$ cat config.mk
export PLATFORM = sky130hd
export DESIGN_NAME = cm0ik_rst_seq_flat
export DESIGN_NICKNAME = d
export VERILOG_FILES = /design/src/rtl/cm0ik_rst_seq_pkg.sv /design/src/rtl/cm0ik_rst_seq_if.sv /design/src/rtl/cm0ik_rst_seq_cnt.sv /design/src/rtl/cm0ik_rst_seq.sv /design/src/flat_wrapper.sv
export SDC_FILE = /design/constraint.sdc
export NUM_CORES = 1
export LEC_CHECK = 0
export CORE_MARGIN = 5
export CORE_UTILIZATION = 35
export CTS_BUF_LIST = sky130_fd_sc_hd__clkbuf_16
export DETAILED_ROUTE_END_ITERATION = 8
export MAX_ROUTING_LAYER = met4
export PLACE_DENSITY = 0.6
export SYNTH_ARGS = -nofsm -noshare
export SYNTH_HDL_FRONTEND = slang
export SYNTH_HIERARCHICAL = 1
export SYNTH_SLANG_ARGS = --single-unit
$ cat constraint.sdc
create_clock -name FCLK -period 2.1 [get_ports FCLK]
set_input_delay 0.42 -clock FCLK [delete_from_list [all_inputs] [get_ports FCLK]]
set_output_delay 0.42 -clock FCLK [all_outputs]
set_load 0.01 [all_outputs]
$ cat src/rtl/cm0ik_rst_seq_pkg.sv
// Shared types, default parameter values and width helpers for the reset sequencer.
package cm0ik_rst_seq_pkg;

  localparam int unsigned DEF_NUM_CH  = 3;
  localparam int unsigned DEF_POR_LEN = 3;
  localparam int unsigned DEF_SYS_LEN = 3;
  localparam int unsigned DEF_STAGGER = 2;

  typedef enum logic [1:0] {
    ST_ASSERT  = 2'd0,
    ST_RELEASE = 2'd1,
    ST_RUN     = 2'd2,
    ST_WARM    = 2'd3
  } state_t;

  // Counter width large enough to hold the longest phase length.
  function automatic int unsigned cnt_width(int unsigned a, int unsigned b, int unsigned c);
    int unsigned m;
    m = a;
    if (b > m) m = b;
    if (c > m) m = c;
    return $clog2(m + 1);
  endfunction

endpackage

$ cat src/rtl/cm0ik_rst_seq_if.sv
// Clock-status / warm-reset inputs and per-domain reset outputs of the sequencer.
interface cm0ik_rst_seq_if
  import cm0ik_rst_seq_pkg::*;
#(
  parameter int unsigned NUM_CH = DEF_NUM_CH
);
  logic              CLKLOCK;
  logic              SYSRESETREQ;
  logic              SYSRESETREQEN;
  logic              LOCKUP;
  logic              LOCKUPRESET;
  logic [NUM_CH-1:0] RSTn;
  logic              RST_DONE;
  logic              SYSRESETACK;

  modport master (
    input  CLKLOCK, SYSRESETREQ, SYSRESETREQEN, LOCKUP, LOCKUPRESET,
    output RSTn, RST_DONE, SYSRESETACK
  );

  modport slave (
    output CLKLOCK, SYSRESETREQ, SYSRESETREQEN, LOCKUP, LOCKUPRESET,
    input  RSTn, RST_DONE, SYSRESETACK
  );
endinterface

$ cat src/rtl/cm0ik_rst_seq_cnt.sv
// Clear/enable up-counter with terminal-count compare, shared by all timed phases.
module cm0ik_rst_seq_cnt #(
  parameter int unsigned WIDTH = 2
) (
  input  logic             clk,
  input  logic             rst,
  input  logic             clr,
  input  logic             en,
  input  logic [WIDTH-1:0] tc_val,
  output logic             tc_c
);
  logic [WIDTH-1:0] cnt;

  always_ff @(posedge clk) begin
    if (rst || clr) begin
      cnt <= '0;
    end else if (en) begin
      cnt <= cnt + WIDTH'(1);
    end
  end

  assign tc_c = (cnt == tc_val);

endmodule

$ cat src/rtl/cm0ik_rst_seq.sv
// Parametrised reset sequencer: PLL-gated power-on release, staggered per-domain
// deassertion and warm (SYSRESETREQ / LOCKUP) re-assertion of the system domains.
module cm0ik_rst_seq
  import cm0ik_rst_seq_pkg::*;
#(
  parameter int unsigned NUM_CH  = DEF_NUM_CH,
  parameter int unsigned POR_LEN = DEF_POR_LEN,
  parameter int unsigned SYS_LEN = DEF_SYS_LEN,
  parameter int unsigned STAGGER = DEF_STAGGER
) (
  input logic             FCLK,
  input logic             PORESET,
  cm0ik_rst_seq_if.master bus
);
  localparam int unsigned CW = cnt_width(POR_LEN, SYS_LEN, STAGGER);
  localparam int unsigned IW = $clog2(NUM_CH + 1);
  localparam logic [IW-1:0] LAST_IDX = IW'(NUM_CH - 1);

  state_t            state, state_nxt;
  logic [IW-1:0]     idx, idx_nxt;
  logic [NUM_CH-1:0] rstn, rstn_nxt;
  logic              done, done_nxt;
  logic              ack, ack_nxt;
  logic [CW-1:0]     tc_val_c;
  logic              tc_c, cnt_clr_c, cnt_en_c, wreq_c;

  assign wreq_c = (bus.SYSRESETREQ & bus.SYSRESETREQEN) | (bus.LOCKUP & bus.LOCKUPRESET);

  cm0ik_rst_seq_cnt #(.WIDTH(CW)) u_cnt (
    .clk    (FCLK),
    .rst    (PORESET),
    .clr    (cnt_clr_c),
    .en     (cnt_en_c),
    .tc_val (tc_val_c),
    .tc_c   (tc_c)
  );

  always_ff @(posedge FCLK) begin
    if (PORESET) begin
      state <= ST_ASSERT;
      idx   <= '0;
      rstn  <= '0;
      done  <= 1'b0;
      ack   <= 1'b0;
    end else begin
      state <= state_nxt;
      idx   <= idx_nxt;
      rstn  <= rstn_nxt;
      done  <= done_nxt;
      ack   <= ack_nxt;
    end
  end

  always_comb begin
    state_nxt = state;
    idx_nxt   = idx;
    rstn_nxt  = rstn;
    done_nxt  = done;
    ack_nxt   = 1'b0;
    cnt_clr_c = 1'b0;
    cnt_en_c  = 1'b0;
    tc_val_c  = CW'(POR_LEN - 1);

    // Losing PLL lock outranks everything except PORESET: drop every domain.
    if (state != ST_ASSERT && !bus.CLKLOCK) begin
      rstn_nxt  = '0;
      done_nxt  = 1'b0;
      idx_nxt   = '0;
      cnt_clr_c = 1'b1;
      state_nxt = ST_ASSERT;
    end else begin
      case (state)
        ST_ASSERT: begin
          rstn_nxt = '0;
          done_nxt = 1'b0;
          if (!bus.CLKLOCK) begin
            cnt_clr_c = 1'b1;
          end else if (tc_c) begin
            rstn_nxt[0] = 1'b1;
            cnt_clr_c   = 1'b1;
            idx_nxt     = IW'(1);
            if (NUM_CH == 1) begin
              done_nxt  = 1'b1;
              state_nxt = ST_RUN;
            end else begin
              state_nxt = ST_RELEASE;
            end
          end else begin
            cnt_en_c = 1'b1;
          end
        end

        ST_RELEASE: begin
          tc_val_c = CW'(STAGGER - 1);
          if (tc_c) begin
            for (int unsigned i = 0; i < NUM_CH; i++) begin
              if (IW'(i) == idx) rstn_nxt[i] = 1'b1;
            end
            cnt_clr_c = 1'b1;
            idx_nxt   = idx + IW'(1);
            if (idx == LAST_IDX) begin
              done_nxt  = 1'b1;
              state_nxt = ST_RUN;
            end
          end else begin
            cnt_en_c = 1'b1;
          end
        end

        ST_RUN: begin
          if (wreq_c) begin
            ack_nxt = 1'b1;
            if (NUM_CH > 1) begin
              for (int unsigned i = 1; i < NUM_CH; i++) rstn_nxt[i] = 1'b0;
              done_nxt  = 1'b0;
              cnt_clr_c = 1'b1;
              state_nxt = ST_WARM;
            end
          end
        end

        ST_WARM: begin
          tc_val_c = CW'(SYS_LEN - 1);
          if (tc_c) begin
            for (int unsigned i = 1; i < NUM_CH; i++) begin
              if (i == 1) rstn_nxt[i] = 1'b1;
            end
            cnt_clr_c = 1'b1;
            idx_nxt   = IW'(2);
            if (NUM_CH == 2) begin
              done_nxt  = 1'b1;
              state_nxt = ST_RUN;
            end else begin
              state_nxt = ST_RELEASE;
            end
          end else begin
            cnt_en_c = 1'b1;
          end
        end

        default: state_nxt = ST_ASSERT;
      endcase
    end
  end

  assign bus.RSTn        = rstn;
  assign bus.RST_DONE    = done;
  assign bus.SYSRESETACK = ack;

endmodule

$ cat src/flat_wrapper.sv
// flat-port wrapper written by rule: the top's interface ports become plain ports
module cm0ik_rst_seq_flat import cm0ik_rst_seq_pkg::*;
#(
  parameter int unsigned NUM_CH  = DEF_NUM_CH,
  parameter int unsigned POR_LEN = DEF_POR_LEN,
  parameter int unsigned SYS_LEN = DEF_SYS_LEN,
  parameter int unsigned STAGGER = DEF_STAGGER
)
  (FCLK, PORESET, bus_CLKLOCK, bus_SYSRESETREQ, bus_SYSRESETREQEN, bus_LOCKUP, bus_LOCKUPRESET, bus_RSTn, bus_RST_DONE, bus_SYSRESETACK);
  cm0ik_rst_seq_if #(.NUM_CH(NUM_CH)) bus_i ();
  input logic FCLK;
  input logic PORESET;
  input wire logic [$bits(bus_i.CLKLOCK)-1:0] bus_CLKLOCK;
  input wire logic [$bits(bus_i.SYSRESETREQ)-1:0] bus_SYSRESETREQ;
  input wire logic [$bits(bus_i.SYSRESETREQEN)-1:0] bus_SYSRESETREQEN;
  input wire logic [$bits(bus_i.LOCKUP)-1:0] bus_LOCKUP;
  input wire logic [$bits(bus_i.LOCKUPRESET)-1:0] bus_LOCKUPRESET;
  output wire logic [$bits(bus_i.RSTn)-1:0] bus_RSTn;
  output wire logic [$bits(bus_i.RST_DONE)-1:0] bus_RST_DONE;
  output wire logic [$bits(bus_i.SYSRESETACK)-1:0] bus_SYSRESETACK;
  assign bus_i.CLKLOCK = bus_CLKLOCK;
  assign bus_i.SYSRESETREQ = bus_SYSRESETREQ;
  assign bus_i.SYSRESETREQEN = bus_SYSRESETREQEN;
  assign bus_i.LOCKUP = bus_LOCKUP;
  assign bus_i.LOCKUPRESET = bus_LOCKUPRESET;
  assign bus_RSTn = bus_i.RSTn;
  assign bus_RST_DONE = bus_i.RST_DONE;
  assign bus_SYSRESETACK = bus_i.SYSRESETACK;
  cm0ik_rst_seq #(.NUM_CH(NUM_CH), .POR_LEN(POR_LEN), .SYS_LEN(SYS_LEN), .STAGGER(STAGGER)) u_core (.FCLK(FCLK), .PORESET(PORESET), .bus(bus_i));
endmodule
## After elaboration in Yosys (flattened, before gate mapping)

Cells that the tools add are included.

- Add/subtract/negate cells: 2
- Equal/unequal tests: 16
- Multiplexer cells: 36
- Bitwise logic cells: 4
- Reduce and logical (&&, ||, !) cells: 18

Operators by type and width:

| kind | count |
|---|---|
| $mux 2 | 12 |
| $ne 2x1->1 const B | 8 |
| $reduce_and 4->1 | 4 |
| $mux 1 | 15 |
| $pmux 1 s3 | 3 |
| $pmux 2 s4 | 1 |
| $eq 2x2->1 const B | 3 |
| $pmux 2 s3 | 1 |
| $reduce_bool 3->1 | 2 |
| $reduce_and 5->1 | 1 |
| $add 2x1->2 const B | 2 |
| $logic_not 2->1 | 2 |
| $pmux 1 s2 | 2 |
| $pmux 1 s4 | 1 |
| $reduce_bool 2->1 | 2 |
| $reduce_or 2->1 | 2 |
| $mux 3 | 1 |
| $reduce_and 3->1 | 1 |
| $reduce_or 3->1 | 1 |
| $and 1x1->1 | 2 |
| $eq 1x2->1 const A | 1 |
| $eq 2x1->1 const B | 1 |
| $eq 2x2->1 | 1 |
| $eq 2x2->1 const A | 1 |
| 6 further kinds | 6 |

- Bits in registers: 11
- Input bits: 7
- Output and inout bits: 5
- Word-level logic and storage cells: 84

## Longest topological paths before layout

- Word-level depth: 9
- Depth in mapped cells: 12
- Depth with buffers taken out: 10

## Hierarchy

Netlist, hierarchy kept.

Modules (own cells, without submodules):

| module | times used | cells each | area an instance (sq um) | seq. area each (sq um) |
|---|---|---|---|---|
| cm0ik_rst_seq | 1 | 76 | 668.1 | 160.2 |
| cm0ik_rst_seq_cnt | 1 | 10 | 105.1 | 40.0 |

## Worst setup path after synthesis

OpenSTA, ideal clock, no wires.

- Path kind: reg-to-reg
- Start point: register u_core.state[0]
- End point: register u_core.idx[1]
- Library setup time: 86 ps
- Arrival: 2141 ps
- Required time: 2014 ps
- Setup slack: -127 ps
- Stages on the path, launching flop included: 13
- Path buffers: 2
- Period minus slack after synthesis: 2227 ps
- Cell sequence: dfxtp_1 > inv_1 > ha_1 > buf_6 > nor2_2 > and2b_2 > xor2_1 > nor2_1 > buf_4 > nor2b_1 > o41ai_4 > nor2_1 > a211oi_1

- Longest elaborated chain between the ends: 6
- Elaborated cells on any way between the ends: 16
- Those cells by class: 7 x eq/ne; 3 x mux; 6 x reduce/logical

Ends and longest elaborated chain:

| what | RTL line | RTL |
|---|---|---|
| from (decl) | cm0ik_rst_seq.sv:19 | `state_t state, state_nxt;` |
| from (signal assigned) | cm0ik_rst_seq.sv:46 | `state <= state_nxt;` |
| $eq 2x1->1 or $reduce_bool 2->1 (tied branches) | cm0ik_rst_seq.sv:72, cm0ik_rst_seq.sv:65 |  |
| $mux 2 or $logic_and 1x1->1 (tied branches) | cm0ik_rst_seq.sv:72, cm0ik_rst_seq.sv:65 |  |
| $mux 2 (*) | cm0ik_rst_seq.sv:65 | `if (state != ST_ASSERT && !bus.CLKLOCK) begin` |
| via u_core.tc_val_c[0] | cm0ik_rst_seq.sv:24 | `logic [CW-1:0] tc_val_c;` |
| $eq 2x2->1 (*) | cm0ik_rst_seq_cnt.sv:22 | `assign tc_c = (cnt == tc_val);` |
| via u_core.tc_c | cm0ik_rst_seq.sv:25 | `logic tc_c, cnt_clr_c, cnt_en_c, wreq_c;` |
| $ne 2x1->1 (no line) | -- |  |
| $reduce_and 5->1 (no line) (*) | -- |  |
| to (signal assigned) | cm0ik_rst_seq.sv:47 | `idx <= idx_nxt;` |
| to (decl) | cm0ik_rst_seq.sv:20 | `logic [IW-1:0] idx, idx_nxt;` |

Mark *: on every way through the listed nets, which the timed path passes. The rest lies on a longest branch.
A chain may end at the register's enable or synchronous reset.

## Final worst setup path

- Start point: register u_core.state[1]
- End point: register u_core.idx[1]

Same word-level chain as after synthesis.

==> impl_metrics.toml <==
[power]
p_int_mw = 0.735
p_leak_nw = 0.464
p_per_area_mw_per_mm2 = 1000
vdd_drop_max_mv = 0.481
seq_power_share_pct = 22.3
net-switching-power_mw = 0.379
clkPwrFrac_pct = 30.0
switching_share_pct = 34.0
power_frac_comb_pct = 47.7

[timing]
rsz0062_at_grt = "yes"
hold_violations = 0
setup_ws_ns = 0.0433
whs_ns = 0.474
period_share_pct = 97.9
setup_violations = 0
finalMaxSlewViolations = 0
clock_skew_ns = 0.00170
tns_ns = 0
min_period_ns = 2.06
tightest_slew_ns = 0.356
fmax_mhz = 486
max_slew_margin_pct = 76.3

[min_path]
min_path_type = "flip-flop to flip-flop"

[clock_tree]
cts_htree_levels = 1
cts_buffers = 3
cts_root_buffer = "clkbuf_16"
cts.reportedPaths.clkPinSlew_ns = 0.04
cts.hold.buffers_added = 0
cts_tree = "yes"
cts_max_path_buffers = 2
clock-sinks = 10
worstSkewPairLatency_ns = 0.24

[global_route]
grt_pass1_wl_um = 3170
grt_pass1_vias = 700
antenna_found_initial = 0
grt_max_degree = 10
grt_usage_pct = 13.1
gr-total-overflow = 0

[worst_setup_path]
worst_ep_arrival_time_ns = 2.21
cp_num_buf_inv = 2
crit_family = "compound AO/OA/AOI/OAI gates"
cp_slowest_cell = "o41ai_4"
cp.depth = 11
critPathKind = "flip-flop to flip-flop"
max_stage_delay_ns = 0.42
reg2reg_to = "u_core/idx[1]"
cp.required_ns = 2.26
reg2regPathDepth = 11
crit_start = "u_core/state[1]"
r2r-start = "u_core/state[1]"
critPathLaunchType = "flip-flop"
path_max_fanout = 5
cp-end-kind = "flip-flop"
r2r_setup_slack_ns = 0.04
path_cells = "inv_4 > ha_4 > nor2_4 > and2b_2 > xor2_1 > nor2_1 > buf_4 > nor2b_4 > o41ai_4 > nor2_1 > a211oi_2"
critPathCapture = "u_core/idx[1]"
cpMostUsedCell = "nor2_1"

[run_status]
status = "complete, no violations"

[die]
ioPinCount = 12
start_util_pct = 35.6
fp.dieH_um = 57
dieArea_sq_mm = 0.00325
std_cell_rows = 17
die_w_um = 57
fp.coreArea_sq_mm = 0.00217

[detailed_routing]
vias_per_cell = 5.07
wirelength_um = 1850
routedWlPerCell_um = 13.4
vias = 700
drc_errors = 0
ant_nets = 0
dr.pass1.iters = 4
drtIter0Drc = 13

[final_layout]
drive_gt1_share_pct = 32.7
fin_util_pct = 51.2
diodes = 0
layout.nets = 128
design_area_sq_mm = 0.00111
nFillCells = 218
area_growth_pct = 43.7

[synthesis]
ys_ff_latch = 10
synth_flop_cell = "dfxtp_1"
synthArstFlopShare_pct = 0
synth_seq_area_share_pct = 25.9
synth-edff-count = 0
synthesis.area_sq_um = 773
syn_inst = 86
syn_nets = 102
avgSynthCellArea_sq_um = 8.99
yosysWarnings = 6
yosysUniqueCellTypes = 34

[placed_design]
hpwl_um = 1380
gp_congestion = 0.848
portBuffers = 11
place_ws_ns = -0.401
placed_area_sq_um = 987

[flow_run]
cap_violations = 0
[cells in the final DEF (no fill, tap or decap), types with 2 or more instances in the layout]
| master | netlist | final |
|---|---|---|
| nand3_1 | 4 | 4 |
| clkdlybuf4s50_1 | 0 | 10 |
| a21o_1 | 3 | 3 |
| dfxtp_1 | 10 | 8 |
| nor2_1 | 5 | 5 |
| inv_4 | 0 | 2 |
| inv_1 | 7 | 5 |
| a211oi_2 | 1 | 2 |
| ha_1 | 9 | 8 |
| nand2_1 | 5 | 5 |
| buf_4 | 2 | 15 |
| o31ai_1 | 3 | 2 |
| clkbuf_16 | 0 | 3 |
| mux2i_1 | 2 | 2 |
| xor2_1 | 2 | 2 |
| nor2_4 | 1 | 2 |
| nor3_2 | 0 | 2 |
| a21oi_1 | 5 | 5 |
[sequential cells by signal (all words and copies together) (netlist names)]
name                    cells
u_core/bus.RSTn             3
u_core/state                2
u_core/u_cnt/cnt            2
u_core/idx                  2
u_core/bus.SYSRESETACK      1
[power groups by stage]
stage	Combinational, mW	Clock, mW	Sequential, mW
2_1_floorplan	0.328	0	0.253
3_3_place_gp	0.475	0	0.247
3_5_place_dp	0.478	0	0.248
4_1_cts	0.486	0.346	0.246
5_1_grt	0.584	0.358	0.253
6_report	0.532	0.334	0.249
[Yosys cell counts (2+ instances only)]
library cell | n | area (sq um)
buf_4 | 2 | 15.0
nor3_1 | 3 | 15.0
mux2i_1 | 2 | 20.0
nand2_1 | 5 | 18.8
a211oi_1 | 2 | 15.0
a21oi_1 | 5 | 25.0
o21ai_0 | 2 | 10.0
dfxtp_1 | 10 | 200
a21o_1 | 3 | 22.5
ha_1 | 9 | 113
inv_1 | 7 | 26.3
nor2_1 | 5 | 18.8
xor2_1 | 2 | 17.5
buf_6 | 3 | 33.8
nor2b_1 | 2 | 12.5
o31ai_1 | 3 | 22.5
nand3_1 | 4 | 20.0
[logic make-up after synthesis]
kind of cell | after synthesis | synth area share [%]
xor+xnor | 3 | 3.40
mux | 2 | 2.59
flops | 10 | 25.9
fa+ha+maj | 10 | 15.9
buf+inv | 13 | 10.2
simple gates | 25 | 17.0
compound gates | 23 | 25.1
[per-layer routing]
layer / vias up / track usage, % / share of wire (%)
met5: - / - / 0
met4: 0 / 7.95 / 2.8
met3: 5 / 3.62 / 5.1
met2: 15 / 19.4 / 47
met1: 330 / 15.6 / 45
li1: 350 / - / -
[area by class of cell]
cell class / instances / area, sq um / share of cell area (%)
inverters: 8 / 35.0 / 3.15
well taps: 28 / 35.0 / 3.15
flip-flops and latches: 10 / 205 / 18.5
clock buffers: 3 / 75.1 / 6.76
repair buffers: 26 / 221 / 19.9
multi-input cells: 63 / 539 / 48.5
[tightest hold or removal path: stages (launching register included)]
cell     delay [ns]
dfxtp_1        0.31
nand2_1        0.05
mux2i_1        0.06
[stage by stage]
| stage | std cells | power, mW |
|---|---|---|
| global placement | 132 | 0.721 |
| CTS | 135 | 1.08 |
| detailed placement | 132 | 0.727 |
| floorplan | 86 | 0.582 |
| global route | 138 | 1.20 |
| finish | 138 | 1.11 |
[worst min path at each step]
stage,slack [ns],to,depth (start not counted),startpoint
2_1_floorplan,0.47,u_core/idx[1],2,u_core/idx[1]
3_3_place_gp,0.46,u_core/bus.RSTn[2],2,u_core/bus.RSTn[2]
3_5_place_dp,0.48,u_core/bus.RSTn[2],2,u_core/bus.RSTn[2]
4_1_cts,0.48,u_core/bus.RSTn[2],2,u_core/bus.RSTn[2]
5_1_grt,0.52,u_core/bus.RSTn[2],2,u_core/bus.RSTn[2]
6_report,0.47,u_core/bus.RSTn[2],2,u_core/bus.RSTn[2]
[repair_timing]
action,in CTS,in global routing
buffers inserted,0,3
pin swaps,1,6
endpoints found under the setup margin,6,6
resized for setup,2,7
gates cloned,0,0
(Power assumes the default switching activity.)
